**src/rtl/uart_tx.sv**
```systemverilog
`timescale 1ns/1ps
// uart_tx: 8-bit asynchronous serial transmitter with a one-deep holding
// register, optional parity bit and one or two stop bits.
//
// Ports
//   clock      system clock, all state changes on its rising edge
//   reset      asynchronous, active-low reset
//   baud_tick  one-clock enable pulse per bit period
//   tx_data    byte to transmit, captured when tx_valid && tx_ready
//   tx_valid   tx_data holds a valid byte
//   tx_ready   holding register empty (and reset has been released)
//   tx         registered serial line, idle high
//   tx_busy    frame in progress or byte waiting in the holding register
//   tx_done    one-clock pulse at the end of each frame's last stop bit
module uart_tx #(
    parameter int PARITY_EN  = 0,
    parameter int PARITY_ODD = 0,
    parameter int STOP_BITS  = 1
) (
    input  logic       clock,
    input  logic       reset,
    input  logic       baud_tick,
    input  logic [7:0] tx_data,
    input  logic       tx_valid,
    output logic       tx_ready,
    output logic       tx,
    output logic       tx_busy,
    output logic       tx_done
);

    typedef enum logic [2:0] {
        IDLE,
        START,
        DATA,
        PARITY,
        STOP
    } state_t;

    localparam logic [2:0] STOP_LAST = 3'(STOP_BITS - 1);
    localparam logic       ODD_INV   = (PARITY_ODD != 0);

    state_t     state_q, state_d;
    logic [7:0] shift_q, shift_d;
    logic [2:0] bit_idx_q, bit_idx_d;
    logic [2:0] stop_cnt_q, stop_cnt_d;
    logic [7:0] hold_q, hold_d;
    logic       hold_full_q, hold_full_d;
    logic       par_q, par_d;
    logic       tx_q, tx_d;
    logic       tx_done_q, tx_done_d;
    // Keeps tx_ready low while reset is asserted; rises on the first edge after release.
    logic       rdy_en_q, rdy_en_d;
    logic       accept;
    logic       load;

    assign tx_ready = rdy_en_q & ~hold_full_q;
    assign accept   = tx_valid & tx_ready;
    assign tx       = tx_q;
    assign tx_busy  = (state_q != IDLE) | hold_full_q;
    assign tx_done  = tx_done_q;
    assign rdy_en_d = 1'b1;

    always_comb begin
        state_d     = state_q;
        shift_d     = shift_q;
        bit_idx_d   = bit_idx_q;
        stop_cnt_d  = stop_cnt_q;
        hold_d      = hold_q;
        hold_full_d = hold_full_q;
        par_d       = par_q;
        tx_done_d   = 1'b0;
        load        = 1'b0;
        tx_d        = 1'b1;

        case (state_q)
            IDLE: begin
                if (baud_tick && hold_full_q) begin
                    state_d = START;
                    load    = 1'b1;
                end
            end
            START: begin
                if (baud_tick) begin
                    state_d   = DATA;
                    bit_idx_d = 3'd0;
                end
            end
            DATA: begin
                if (baud_tick) begin
                    // Parity accumulates as bits leave, since the shifter is empty by PARITY.
                    par_d   = par_q ^ shift_q[0];
                    shift_d = {1'b0, shift_q[7:1]};
                    if (bit_idx_q == 3'd7) begin
                        state_d    = (PARITY_EN != 0) ? PARITY : STOP;
                        stop_cnt_d = 3'd0;
                    end else begin
                        bit_idx_d = bit_idx_q + 3'd1;
                    end
                end
            end
            PARITY: begin
                if (baud_tick) begin
                    state_d    = STOP;
                    stop_cnt_d = 3'd0;
                end
            end
            STOP: begin
                if (baud_tick) begin
                    if (stop_cnt_q == STOP_LAST) begin
                        tx_done_d = 1'b1;
                        // A waiting byte starts on this same tick: no idle gap between frames.
                        if (hold_full_q) begin
                            state_d = START;
                            load    = 1'b1;
                        end else begin
                            state_d = IDLE;
                        end
                    end else begin
                        stop_cnt_d = stop_cnt_q + 3'd1;
                    end
                end
            end
            default: state_d = IDLE;
        endcase

        if (load) begin
            shift_d     = hold_q;
            par_d       = 1'b0;
            hold_full_d = 1'b0;
        end
        // Applied after the drain so a same-edge write leaves the register full.
        if (accept) begin
            hold_d      = tx_data;
            hold_full_d = 1'b1;
        end

        // Line value is registered from the next state so tx changes on the tick edge.
        case (state_d)
            START:   tx_d = 1'b0;
            DATA:    tx_d = shift_d[0];
            PARITY:  tx_d = par_d ^ ODD_INV;
            default: tx_d = 1'b1;
        endcase
    end

    always_ff @(posedge clock or negedge reset) begin
        if (!reset) begin
            state_q     <= IDLE;
            shift_q     <= 8'd0;
            bit_idx_q   <= 3'd0;
            stop_cnt_q  <= 3'd0;
            hold_q      <= 8'd0;
            hold_full_q <= 1'b0;
            par_q       <= 1'b0;
            tx_q        <= 1'b1;
            tx_done_q   <= 1'b0;
            rdy_en_q    <= 1'b0;
        end else begin
            state_q     <= state_d;
            shift_q     <= shift_d;
            bit_idx_q   <= bit_idx_d;
            stop_cnt_q  <= stop_cnt_d;
            hold_q      <= hold_d;
            hold_full_q <= hold_full_d;
            par_q       <= par_d;
            tx_q        <= tx_d;
            tx_done_q   <= tx_done_d;
            rdy_en_q    <= rdy_en_d;
        end
    end

endmodule

```
**config.mk**
```make
export PLATFORM = sky130hd
export DESIGN_NAME = uart_tx
export DESIGN_NICKNAME = d
export VERILOG_FILES = /design/src/rtl/uart_tx.sv
export SDC_FILE = /design/constraint.sdc
export NUM_CORES = 1
export LEC_CHECK = 0
export ABC_AREA = 1
export CAP_MARGIN = 20
export CORE_ASPECT_RATIO = 2
export CORE_MARGIN = 5
export CORE_UTILIZATION = 55
export CTS_CLUSTER_DIAMETER = 150
export DETAILED_ROUTE_END_ITERATION = 10
export PLACE_DENSITY = 0.78
export SLEW_MARGIN = 10
export SYNTH_ARGS = -nofsm -noshare
export SYNTH_HDL_FRONTEND = slang
export SYNTH_SLANG_ARGS = --single-unit
```
**constraint.sdc**
```tcl
create_clock -name clock -period 1.5 [get_ports clock]
set_input_delay 0.15 -clock clock [delete_from_list [all_inputs] [get_ports clock]]
set_output_delay 0.15 -clock clock [all_outputs]
set_load 0.01 [all_outputs]
```
==> key figures <==
STA
  – Max Slew Vio Count: 0
  – Final period utilization: 98.56%
  – Minimum clock period: 1.478 ns
  – Clock skew: 0.01097 ns
  – Final hold violations: 0
  – Final setup vio count: 0
  – Unrepaired setup endpoints after global routing: yes
  – Max Clock Freq: 676.4 MHz
  – Worst hold slack: 0.2550 ns

Floorplanning
  – Die Y: 83.49 um
  – Die area: 0.003903 sq mm
  – Core area: 0.002570 sq mm
  – I/O pin count: 16
  – Initial Util: between 50% and 60%
  – Rows: 26
  – Die width: 46.75 um

Critical path
  – Setup CP Type: reg -> reg
  – Endpoint class of the critical path: register
  – Setup crit start kind: register
  – Reg2Reg Depth: 8
  – WP data required: roughly 1.7 ns
  – Crit path DAT: 1.64 ns
  – Crit-path max FO: 8

Power
  – Maximum vdd ir drop: 1033 uV
  – Gate power share: between 40% and 50%
  – Sw frac: 36.32%
  – Clock share of power: between 20% and 30%
  – Leakage: 0.0009794 uW
  – Seq pwr share: between 30% and 40%
  – Power Density: 1934 mW/mm^2
  – Internal power contribution: 2427 uW
  – P_sw: 1384 uW

Route
  – Routed wire length per instance: 14.67 um
  – DRT iter0 DRCs: 42
  – Antenna Nets Post-Route: 0
  – Via count: 1,260
  – DR vias/cell: roughly 5.6
  – Final wirelength: 3331 um
  – DRC: 0
  – Detailed-router iteration count before antenna repair: 4

Layout
  – Synthesis-to-layout area growth: 32.69%
  – Share of post-route cells with drive strength above 1: ~31%
  – Core Util, Final: between 70% and 80%
  – Sequential standard cell area: 753.2 sq um
  – Area of the multi-input gates: ~700 sq um
  – Nets: 214
  – Ant diodes: 0
  – FILL cells: 188

Global route
  – First-pass GRT wire length: 5223 um
  – GRT Total Usage: 18.51%
  – GRT overflow: 0
  – Largest net degree at the start of global routing: 31
  – Number of global-route vias before repair: 1,246
  – Initial antenna violation count: 0

Yosys
  – Main area contributors after synthesis: dfrtp_1 (49%), nand2_1 (7.8%), nand3_1 (7.1%)
  – Sequential area share after synthesis: 50.63%
  – Synth cell types: 31
  – Cell count after synthesis: 157
  – Syn_nets: 173
  – Synth Warn #: 0
  – Top-area cell type share of the netlist area: 48.86%
  – Cell area after synthesis: 0.001485 sq mm
  – Yosys top cell by area: dfrtp_1
  – Ys async rst share: 100.0%
  – Synthesized area per cell: 9.460 sq um
  – FF+latch count, synth: 30
  – Top post-synthesis cells by count: nand2_1 (31), dfrtp_1 (29), nand3_1 (21), inv_1 (16)
  – Post-synth EDFFs: 0
  – Ys flop type: dfrtp_1
  – Most common cell in the netlist: nand2_1

Clocking
  – CTS Buf Count: 5
  – Clock buffer depth: 2
  – Hold-fix buffers, CTS: 0
  – H-tree depth: 2
  – CTS clock-pin slew for the worst setup and hold paths: 0.07 ns
  – Clock latency on the worst-skew pair: a little under 0.3 ns
  – CTS root buf: clkbuf_8
  – CTS tree: built
  – CTS sink cnt: 30

Placed design
  – Routability Congestion: 0.8286
  – Dpl hpwl: 2351 um
  – PortBufs: 15

Job
  – Max-cap violations: 0

Hold path
  – HP Class: in -> async

Status
  – Status: finished clean
## timing repair
| item | 4_1_cts | 5_1_grt |
|---|---|---|
| setup buffers | 1 | 11 |
| gates cloned | 0 | 0 |
| setup endpoints to repair | 6 | 13 |
| resized for setup | 5 | 15 |
| pin swaps | 1 | 9 |
## critical path: stages (launching register included)
cell,delay [ns]
dfrtp_1,0.40
inv_2,0.11
ha_4,0.14
nand4_1,0.16
nor2_2,0.20
nor2_4,0.08
buf_4,0.14
nand3_1,0.07
nand2_1,0.05
## final timing paths
check	to	slack [ns]	startpoint
max	shift_q[2]	0.02	stop_cnt_q[0]
max reg2reg	shift_q[2]	0.02	stop_cnt_q[0]
max in group asynchronous	tx	0.93	reset
min in group clock	hold_q[0]	0.44	tx_data[0]
min	bit_idx_q[2]	0.25	reset
min reg2reg	shift_q[7]	0.48	hold_q[7]
## metal layers
metal  wire length (um)  vias up  global-route usage [%]
li1                   -      608                       -
met1               1085      604                   16.36
met2               1969       32                   32.66
met3                115       16                   4.752
met4                159        0                   12.85
met5                  0        -                       0
## final cells by class
| class | instances | area share [%] |
|---|---|---|
| Sequential cell | 30 | 38.22 |
| Multi-Input combinational cell | 107 | 35.56 |
| Timing Repair Buffer | 36 | 15.49 |
| Clock buffer | 7 | 3.873 |
| Inverter | 18 | 3.556 |
| Tap cell | 28 | 1.778 |
| Clock inverter | 1 | 1.524 |
## cells in the final DEF (no fill, tap or decap), types with 3 or more instances in the layout
cell type / n
inv_2: 4
nor2_1: 6
buf_4: 21
clkbuf_8: 5
nand2_2: 3
clkdlybuf4s50_1: 13
nand3_1: 19
nand2_1: 30
a22oi_1: 6
inv_1: 13
nand3_2: 3
nand4_1: 5
mux2_2: 7
dfrtp_1: 28
nor2_4: 4
## power by group through the flow
stage	Combinational, uW	Clock [uW]	Sequential [uW]
floorplan	935	0	1350
global placement	1260	0	1370
detailed placement	1340	0	1390
CTS	1360	804	1380
global route	1810	834	1420
finish	1640	787	1390
## sequential cells by signal (all words and copies together), names as in the netlist
name / cells
stop_cnt_q: 3
shift_q: 8
rdy_en_q: 1
tx_done: 1
tx: 1
hold_q: 8
hold_full_q: 1
state_q: 3
par_q: 1
bit_idx_q: 3
## cells by family (layout without fill, tap and decap cells)
family | Yosys count | in the layout | synth area share, %
simple gates | 78 | 78 | 26.71
flops | 30 | 30 | 50.63
fa+ha+maj | 4 | 4 | 3.370
mux | 7 | 7 | 5.308
other cells | 1 | 1 | 0.2525
compound gates | 17 | 17 | 8.088
buf+inv | 20 | 62 | 5.644
## per-stage QoR
stage / worst slack, ns / TNS, ns / std cells / total power, uW / instance area (sq um)
detailed placement: -0.1394 / -0.7322 / 207 / 2728 / 1722
global placement: -0.09943 / -0.3211 / 207 / 2629 / 1722
CTS: 0.004138 / 0 / 216 / 3549 / 1842
floorplan: 0.1430 / 0 / 157 / 2289 / 1485
finish: 0.02166 / 0 / 227 / 3811 / 1971
global route: -0.03557 / -0.1745 / 227 / 4069 / 1971
No activity file was read; power rests on OpenSTA's default activity.
